==> src/rtl/id_ex_stage_reg.sv <==
// ID->EX pipeline register: one-cycle capture of decoded state with freeze, flush,
// WB operand bypass/refresh and saturating stall/bubble counters.
module id_ex_stage_reg #(
  parameter int unsigned WORD_W  = 32,
  parameter int unsigned SHOP_W  = 12,
  parameter int unsigned REG_A_W = 4,
  parameter int unsigned CMD_W   = 4,
  parameter int unsigned CNT_W   = 16
) (
  input  logic               clk,
  input  logic               rst_n,
  input  logic               freeze,
  input  logic               flush,
  input  logic               id_valid,
  input  logic [WORD_W-1:0]  id_pc,
  input  logic               id_wb_en,
  input  logic               id_mem_r_en,
  input  logic               id_mem_w_en,
  input  logic               id_b,
  input  logic               id_s,
  input  logic [CMD_W-1:0]   id_exe_cmd,
  input  logic [WORD_W-1:0]  id_val_rn,
  input  logic [WORD_W-1:0]  id_val_rm,
  input  logic [REG_A_W-1:0] id_src1,
  input  logic [REG_A_W-1:0] id_src2,
  input  logic               id_use_src2,
  input  logic               id_imm,
  input  logic [SHOP_W-1:0]  id_shift_operand,
  input  logic [23:0]        id_simm24,
  input  logic [REG_A_W-1:0] id_dest,
  input  logic [3:0]         id_status,
  input  logic               wb_wr_en,
  input  logic [REG_A_W-1:0] wb_dest,
  input  logic [WORD_W-1:0]  wb_value,
  output logic               ex_valid,
  output logic [WORD_W-1:0]  ex_pc,
  output logic               ex_wb_en,
  output logic               ex_mem_r_en,
  output logic               ex_mem_w_en,
  output logic               ex_b,
  output logic               ex_s,
  output logic [CMD_W-1:0]   ex_exe_cmd,
  output logic [WORD_W-1:0]  ex_val_rn,
  output logic [WORD_W-1:0]  ex_val_rm,
  output logic [REG_A_W-1:0] ex_src1,
  output logic [REG_A_W-1:0] ex_src2,
  output logic               ex_use_src2,
  output logic               ex_imm,
  output logic [SHOP_W-1:0]  ex_shift_operand,
  output logic [23:0]        ex_simm24,
  output logic [REG_A_W-1:0] ex_dest,
  output logic [3:0]         ex_status,
  output logic [CNT_W-1:0]   stall_cnt,
  output logic [CNT_W-1:0]   bubble_cnt
);

  // Control bits that must never leak from a bubble: {wb_en, mem_r_en, mem_w_en, b, s}
  logic               valid_q, valid_d;
  logic [WORD_W-1:0]  pc_q, pc_d;
  logic [4:0]         ctl_q, ctl_d;
  logic [CMD_W-1:0]   cmd_q, cmd_d;
  logic [WORD_W-1:0]  rn_q, rn_d;
  logic [WORD_W-1:0]  rm_q, rm_d;
  logic [REG_A_W-1:0] src1_q, src1_d;
  logic [REG_A_W-1:0] src2_q, src2_d;
  logic               use2_q, use2_d;
  logic               imm_q, imm_d;
  logic [SHOP_W-1:0]  shop_q, shop_d;
  logic [23:0]        simm_q, simm_d;
  logic [REG_A_W-1:0] dest_q, dest_d;
  logic [3:0]         status_q, status_d;
  logic [CNT_W-1:0]   stall_q, stall_d;
  logic [CNT_W-1:0]   bubble_q, bubble_d;

  logic [4:0] id_ctl;
  assign id_ctl = {id_wb_en, id_mem_r_en, id_mem_w_en, id_b, id_s};

  always_comb begin
    valid_d  = valid_q;
    pc_d     = pc_q;
    ctl_d    = ctl_q;
    cmd_d    = cmd_q;
    rn_d     = rn_q;
    rm_d     = rm_q;
    src1_d   = src1_q;
    src2_d   = src2_q;
    use2_d   = use2_q;
    imm_d    = imm_q;
    shop_d   = shop_q;
    simm_d   = simm_q;
    dest_d   = dest_q;
    status_d = status_q;
    stall_d  = stall_q;
    bubble_d = bubble_q;

    if (flush) begin
      valid_d  = 1'b0;
      pc_d     = '0;
      ctl_d    = '0;
      cmd_d    = '0;
      rn_d     = '0;
      rm_d     = '0;
      src1_d   = '0;
      src2_d   = '0;
      use2_d   = 1'b0;
      imm_d    = 1'b0;
      shop_d   = '0;
      simm_d   = '0;
      dest_d   = '0;
      status_d = '0;
      if (bubble_q != '1) bubble_d = bubble_q + CNT_W'(1);
    end else if (freeze) begin
      // Held operands track WB writes so the stalled instruction sees fresh values
      if (valid_q) begin
        if (stall_q != '1) stall_d = stall_q + CNT_W'(1);
        if (wb_wr_en && (wb_dest == src1_q)) rn_d = wb_value;
        if (wb_wr_en && use2_q && (wb_dest == src2_q)) rm_d = wb_value;
      end
    end else begin
      valid_d  = id_valid;
      pc_d     = id_pc;
      ctl_d    = id_valid ? id_ctl : 5'b0;
      cmd_d    = id_exe_cmd;
      rn_d     = (wb_wr_en && (wb_dest == id_src1)) ? wb_value : id_val_rn;
      rm_d     = (wb_wr_en && id_use_src2 && (wb_dest == id_src2)) ? wb_value : id_val_rm;
      src1_d   = id_src1;
      src2_d   = id_src2;
      use2_d   = id_use_src2;
      imm_d    = id_imm;
      shop_d   = id_shift_operand;
      simm_d   = id_simm24;
      dest_d   = id_dest;
      status_d = id_status;
    end
  end

  always_ff @(posedge clk or negedge rst_n) begin
    if (!rst_n) begin
      valid_q  <= 1'b0;
      pc_q     <= '0;
      ctl_q    <= '0;
      cmd_q    <= '0;
      rn_q     <= '0;
      rm_q     <= '0;
      src1_q   <= '0;
      src2_q   <= '0;
      use2_q   <= 1'b0;
      imm_q    <= 1'b0;
      shop_q   <= '0;
      simm_q   <= '0;
      dest_q   <= '0;
      status_q <= '0;
      stall_q  <= '0;
      bubble_q <= '0;
    end else begin
      valid_q  <= valid_d;
      pc_q     <= pc_d;
      ctl_q    <= ctl_d;
      cmd_q    <= cmd_d;
      rn_q     <= rn_d;
      rm_q     <= rm_d;
      src1_q   <= src1_d;
      src2_q   <= src2_d;
      use2_q   <= use2_d;
      imm_q    <= imm_d;
      shop_q   <= shop_d;
      simm_q   <= simm_d;
      dest_q   <= dest_d;
      status_q <= status_d;
      stall_q  <= stall_d;
      bubble_q <= bubble_d;
    end
  end

  assign ex_valid         = valid_q;
  assign ex_pc            = pc_q;
  assign ex_wb_en         = ctl_q[4];
  assign ex_mem_r_en      = ctl_q[3];
  assign ex_mem_w_en      = ctl_q[2];
  assign ex_b             = ctl_q[1];
  assign ex_s             = ctl_q[0];
  assign ex_exe_cmd       = cmd_q;
  assign ex_val_rn        = rn_q;
  assign ex_val_rm        = rm_q;
  assign ex_src1          = src1_q;
  assign ex_src2          = src2_q;
  assign ex_use_src2      = use2_q;
  assign ex_imm           = imm_q;
  assign ex_shift_operand = shop_q;
  assign ex_simm24        = simm_q;
  assign ex_dest          = dest_q;
  assign ex_status        = status_q;
  assign stall_cnt        = stall_q;
  assign bubble_cnt       = bubble_q;

endmodule

==> config.mk <==
export PLATFORM = sky130hd
export DESIGN_NAME = id_ex_stage_reg
export DESIGN_NICKNAME = d
export VERILOG_FILES = /design/src/rtl/id_ex_stage_reg.sv
export SDC_FILE = /design/constraint.sdc
export NUM_CORES = 1
export LEC_CHECK = 0
export ABC_AREA = 1
export CORE_AREA = 2 2 152 154
export CTS_CLUSTER_DIAMETER = 30
export DETAILED_ROUTE_END_ITERATION = 6
export DIE_AREA = 0 0 154 156
export GPL_ROUTABILITY_DRIVEN = 0
export GPL_TIMING_DRIVEN = 0
export HOLD_SLACK_MARGIN = 0.12
export PLACE_DENSITY = 0.75
export SLEW_MARGIN = 15
export SYNTH_ARGS = -nofsm -noshare
export SYNTH_HDL_FRONTEND = slang
export SYNTH_SLANG_ARGS = --single-unit
export TNS_END_PERCENT = 5
==> constraint.sdc <==
create_clock -name clk -period 1.7 [get_ports clk]
set_input_delay 0.51 -clock clk [delete_from_list [all_inputs] [get_ports clk]]
set_output_delay 0.51 -clock clk [all_outputs]
set_load 0.01 [all_outputs]
==> results.cfg, run 1 <==
[global_route]
grt_usage = 0.271
grt_first_pass_wirelength_mm = 50.3
grt_max_degree = 87
gr-total-overflow = 0
antenna_found_initial = 5
grt_pass1_vias = 8854

[synthesis]
synth-seq-cells = 192
synth-edff-count = 0
synth_top_cell_by_area = dfrtp_1
synth-seq-area-share = 0.540
ys_types = 30
async_flop_share = 1.00
synth.most_common_cell = nand2_1
ys_warn_count = 0
synth_top_cell_area_share = 0.540
ys.flop_type = dfrtp_1
syn_area_per_cell_um2 = 8.79
synth.area.top_cells = dfrtp_1, nand2_1, a22o_1, nand3_1, nand3b_1
synth_common_cells = nand2_1, dfrtp_1, nand3_1
synth_cells = 1012
syn_area_um2 = 8900
synthesis.nets = 1215

[setup_path]
crit_path_max_incr_delay_ns = 0.45
cp.required_ns = 1.19
critPathLaunch = stall_cnt[1]$_DFFE_PN0P_
crit_chain = dlygate4sd2_1
path_delay_family = flip-flops
crit_type = reg -> out
path_buf_inv = 1
reg2reg_to = stall_cnt[2]$_DFFE_PN0P_
cp-endpoint = stall_cnt[1]
cp_num_cells = 1
worst_setup_path_start_kind = flip-flop
ff2ff_setup_slack_ns = 0.01
arrival_ns = 1.19
ff2ff_path_depth = 9
worstPathMaxFanout = 4
end_kind = output pin
crit_slowest_cell = dfrtp_1
reg2reg_from = stall_cnt[1]$_DFFE_PN0P_

[sta]
clock-skew-final_ns = 0.0157
rsz0062_at_grt = true
post-route-period-util = 1.00
final.min_clock_period_ns = 1.70
setup_viol = 1
hold_ws_ns = 0.390
fmax_mhz = 588
worst_pin_slew_ns = 0.529
hold_viol = 0
setup_ws_ns = -0.000191
relSlewSlack = 0.648
slew_violations = 0

[cts]
clk_path_buf_depth = 2
cts_tree = yes
clk_pin_slew_ns = 0.08
numCtsBuffers = 17
clock_latency_ns = 0.43
root_buffer = clkbuf_16
cts_sinks = 192
cts_max_level = 4

[drt]
vias = 8995
wl_per_cell_um = 19.1
post_drt_via_cell_ratio = 5.12
drtIter0Drc = 597
drc = 0
drtAntennaViolNets = 0
wirelength_mm = 33.5
dr.pass1.iters = 5

[power]
power_density_nw_per_um2 = 839
irDropWorstVdd_mv = 0.583
power.leakage_nw = 7.48

[floorplanning]
start_util = 0.398
fp.dieW_um = 154
ioPinCount = 393
die_area_um2 = 24000
row_count = 55
coreArea_um2 = 22400
dieHeight_um = 156

[final_layout]
syn2layout_area_growth_pct = 60.1
layout-drive-gt1-share = 0.116
fin_nets = 1656
stdcell_count = 1757

[min_path]
hold_class = in -> reg

[placed_design]
place_hpwl_mm = 24.6
dp.cells = 1690
portBuffers = 391
post-place-ws_ns = -1.05

[outcome]
status = finished with violations
violations = negative setup slack

[flow_run]
cap_violations = 0
-- kinds of logic after synthesis --
kind of cell / count (synthesis) / synth area share
adders and majority gates: 2 / 0.00281
xor gates and xnor gates: 24 / 0.0236
and+or+nand+nor: 554 / 0.269
AOI/OAI and AO/OA: 116 / 0.106
buffers and inverters: 124 / 0.0592
DFF: 192 / 0.540
-- sequential cells by signal, summed over array words and instances, names as in the netlist --
name,count
ex_val_rm,32
ex_src2,4
ex_valid,1
ex_simm24,24
bubble_cnt,16
ex_shift_operand,12
ex_dest,4
ex_pc,32
ex_val_rn,32
ex_exe_cmd,4
stall_cnt,16
ex_status,4
ctl_q,5
ex_src1,4
ex_use_src2,1
ex_imm,1
-- worst min path at each step --
| stage | from | endpoint | slack, ns | cells past startpoint |
|---|---|---|---|---|
| 2_1_floorplan | rst_n | bubble_cnt[0]$_DFFE_PN0P_ | 0.21 | 0 |
| 3_3_place_gp | ex_val_rn[28]$_DFFE_PN0P_ | ex_val_rn[28]$_DFFE_PN0P_ | 0.46 | 2 |
| 3_5_place_dp | rst_n | ex_val_rm[11]$_DFFE_PN0P_ | 0.36 | 1 |
| 4_1_cts | ex_val_rm[12]$_DFFE_PN0P_ | ex_val_rm[12]$_DFFE_PN0P_ | 0.48 | 2 |
| 5_1_grt | id_src1[2] | ex_src1[2]$_DFFE_PN0N_ | 0.41 | 2 |
| 6_report | id_src1[2] | ex_src1[2]$_DFFE_PN0N_ | 0.39 | 2 |
-- metal layers --
layer	part of all wire	wire length [um]	global-route usage	up-vias
met4	0.025	842	0.0943	0
met3	0.077	2570	0.0619	50
li1	-	-	-	4219
met2	0.49	16300	0.443	397
met1	0.41	13800	0.357	4329
met5	0	0	0	-
-- repair_timing --
item,4_1_cts,5_1_grt
hold buffers,1,0
buffers inserted,11,13
setup endpoints to repair,380,150
pin swaps,4,11
hold endpoints to repair,20,0
cloned,0,5
resized for setup,264,92
-- power by group --
part / leakage (nW) / internal, W / switching [W]
Sequential: 2.53 / 0.00494 / 0.000342
Clock: 0.278 / 0.00197 / 0.00203
Combinational: 4.67 / 0.00139 / 0.00130
-- per-stage QoR --
step           total power [W]    TNS, ns  area, um^2  utilization
2_1_floorplan          0.00628          0        8900            -
3_3_place_gp           0.00789   -1703.22       13200        0.589
3_5_place_dp           0.00795    -136.59       13200        0.592
4_1_cts                 0.0118     -0.179       13800        0.618
5_1_grt                 0.0125     -0.665       14200        0.637
6_report                0.0120  -0.000191       14300        0.637
-- placed cells by master, fill, tap and decap left out, types with 8 or more instances in the layout --
cell type	count
a22o_1	83
buf_2	16
buf_4	33
buf_6	8
clkbuf_16	20
clkbuf_2	9
clkdlybuf4s15_1	24
clkdlybuf4s50_1	186
dfrtp_1	180
dfrtp_2	12
dlygate4sd2_1	169
inv_1	62
inv_2	8
nand2_1	367
nand3_1	72
nand3_2	10
nand3b_1	45
nor2_1	30
o21ai_0	14
xnor2_1	12
xor2_1	10
-- cell type report --
cell class / instances / area [um^2]
Timing Repair Buffer: 423 / 4050
Clock buffer: 18 / 429
Sequential cell: 192 / 4820
Inverter: 70 / 263
Fill cell: 1897 / 8110
Multi-Input combinational cell: 696 / 3820
Antenna cell: 6 / 15.0
Clock inverter: 14 / 141
Tap cell: 285 / 357
Buffer: 53 / 362
Power figures use the tool's default switching activity.
==> inputs of run 2 (changes only) <==
--- a/config.mk
+++ b/config.mk
@@ -6,14 +6,14 @@
 export NUM_CORES = 1
 export LEC_CHECK = 0
 export ABC_AREA = 1
-export CORE_AREA = 2 2 152 154
+export CORE_AREA = 2 2 154 156
+export CTS_BUF_LIST = sky130_fd_sc_hd__clkbuf_8
 export CTS_CLUSTER_DIAMETER = 30
 export DETAILED_ROUTE_END_ITERATION = 6
-export DIE_AREA = 0 0 154 156
+export DIE_AREA = 0 0 156 158
 export GPL_ROUTABILITY_DRIVEN = 0
-export GPL_TIMING_DRIVEN = 0
 export HOLD_SLACK_MARGIN = 0.12
-export PLACE_DENSITY = 0.75
+export PLACE_DENSITY = 0.73
 export SLEW_MARGIN = 15
 export SYNTH_ARGS = -nofsm -noshare
 export SYNTH_HDL_FRONTEND = slang
==> results.cfg, run 2 (synthesis results as in run 1) <==
[power]
power_frac_clock = 0.281
power.switching_w = 0.00365
seqPwrFrac = 0.452
power_density_nw_per_um2 = 791
power.leakage_nw = 7.20
combPwrFrac = 0.268
swShare = 0.318
intPower_w = 0.00784
irDropWorstVdd_mv = 0.464
power_w = 0.0115

[drt]
post_drt_via_cell_ratio = 5.06
wirelength_mm = 33.0
drc = 0
drtIter0Drc = 754
drtAntennaViolNets = 0
wl_per_cell_um = 18.4
vias = 9044
dr.pass1.iters = 5

[outcome]
status = complete, no violations

[setup_path]
worstPathMaxFanout = 8
cp_common_cell = nand2_2
end_kind = flip-flop
path_buf_inv = 3
crit_chain = buf_6 -> inv_4 -> nand2_2 -> nand2_2 -> nor2_4 -> nand3_2 -> a21oi_4 -> clkbuf_16 -> nand3_1 -> nand2_1
ff2ff_setup_slack_ns = 0.008
crit_type = reg -> reg
crit_path_max_incr_delay_ns = 0.42
arrival_ns = 2.11
crit_slowest_cell = dfrtp_1
worst_setup_path_start_kind = flip-flop
cp.required_ns = 2.12
path_delay_family = simple AND/OR/NAND/NOR gates

[final_layout]
fill_cells = 1893
final-seq-area_um2 = 4810
fin_nets = 1683
final_cell_mix = nand2_1, clkdlybuf4s50_1, dfrtp_1
syn2layout_area_growth_pct = 63.2
mostFrequentLayoutCell = nand2_1
multiInputGateArea_um2 = 3730
layout-drive-gt1-share = 0.165

[global_route]
grt_first_pass_wirelength_mm = 48.4
grtUsageMet1 = 0.341
met3_usage = 0.0608
antenna_found_initial = 3
busiest_layer = met2
grt_max_degree = 63
grt_pass1_vias = 8779
grt_usage = 0.256
gr-total-overflow = 0
gr-usage-met2 = 0.403

[cts]
cts_max_level = 4
clock_latency_ns = 0.48
numCtsBuffers = 17
clk_pin_slew_ns = 0.10
clk_path_buf_depth = 2
cts_sinks = 192
cts_tree = yes
root_buffer = clkbuf_8

[flow_run]
cap_violations = 0

[placed_design]
portBuffers = 392
place_hpwl_mm = 23.4

[floorplanning]
start_util = 0.386
dieHeight_um = 158
die_area_um2 = 24600
ioPinCount = 393
fp.dieW_um = 156
row_count = 56
coreArea_um2 = 23100

[sta]
hold_viol = 0
tns_ns = 0
post-route-period-util = 0.995
slew_violations = 0
clock-skew-final_ns = 0.0197
final.min_clock_period_ns = 1.69
fmax_mhz = 591
rsz0062_at_grt = true
worst_pin_slew_ns = 0.526
relSlewSlack = 0.649
setup_viol = 0

[min_path]
hold_class = reg -> reg
[run 2: changes by cell type in the layout (fill, tap and decap cells not counted), moves of 6 or more]
cell and delta:
buf_1 -6, buf_2 -9, dfrtp_2 -8, clkdlybuf4s15_1 +109, dfrtp_1 +8, clkbuf_8 +18
buf_12 +20, clkdlybuf4s50_1 +8, buf_4 +43, clkbuf_16 -15, clkbuf_2 +31, dlygate4sd2_1 -164
[run 2: layout make-up]
class | count | share of cell area
timing repair buffer | 503 | 0.338
sequential | 192 | 0.331
multi-input combinational | 696 | 0.257
tap | 290 | 0.0250
inverter | 70 | 0.0184
clock buffer | 17 | 0.0161
clock inverter | 15 | 0.0131
antenna | 3 | 0.000517
[run 2: metal layers]
layer,vias to the layer above,share of wire
li1,4262,-
met1,4269,0.41
met2,447,0.47
met3,66,0.083
met4,0,0.031
met5,-,0
[run 2: power by group through the flow]
stage / sequential (W) / combinational, W / clock, W
floorplan: 0.00545 / 0.000829 / 0
global placement: 0.00531 / 0.00280 / 0
detailed placement: 0.00530 / 0.00283 / 0
CTS: 0.00517 / 0.00288 / 0.00328
global route: 0.00523 / 0.00333 / 0.00350
finish: 0.00519 / 0.00307 / 0.00322
[run 2: metrics by stage]
stage	hold slack [ns]	setup slack, ns	util	instance area, um^2	cells
2_1_floorplan	0.214	0.0491	-	8900	1012
3_3_place_gp	0.461	-0.504	0.593	13700	1707
3_5_place_dp	0.464	-0.559	0.593	13700	1707
4_1_cts	0.484	-0.0209	0.618	14200	1770
5_1_grt	0.521	-0.0616	0.630	14500	1786
6_report	0.487	0.00781	0.630	14500	1786
[run 2: worst reg2reg max path, delay by kind of cell (launching register included)]
kind | cells | cell delay, ns
AO/OA/AOI/OAI | 1 | 0.33
AND/OR/NAND/NOR | 6 | 0.49
flip-flops | 1 | 0.42
buffers and inverters | 3 | 0.40
[run 2: final timing paths]
kind / start / endpoint / cells past startpoint
hold reg to reg: ex_val_rn[25]$_DFFE_PN0P_ / ex_val_rn[25]$_DFFE_PN0P_ / 2
setup reg to reg: ex_src1[1]$_DFFE_PN0N_ / ex_val_rn[15]$_DFFE_PN0P_ / 10
min in group asynchronous: rst_n / ex_val_rm[3]$_DFFE_PN0P_ / 2
hold / removal: ex_val_rn[25]$_DFFE_PN0P_ / ex_val_rn[25]$_DFFE_PN0P_ / 2
setup / recovery: ex_src1[1]$_DFFE_PN0N_ / ex_val_rn[15]$_DFFE_PN0P_ / 10
max in group asynchronous: rst_n / ex_val_rn[25]$_DFFE_PN0P_ / 3
[run 2: timing repair]
action / CTS / global route
hold buffers: 1 / 0
setup buffers: 30 / 6
endpoints found under the setup margin: 197 / 204
resized for setup: 335 / 165
gates cloned: 0 / 7
endpoints found under the hold margin: 37 / 0
pin swaps: 0 / 17
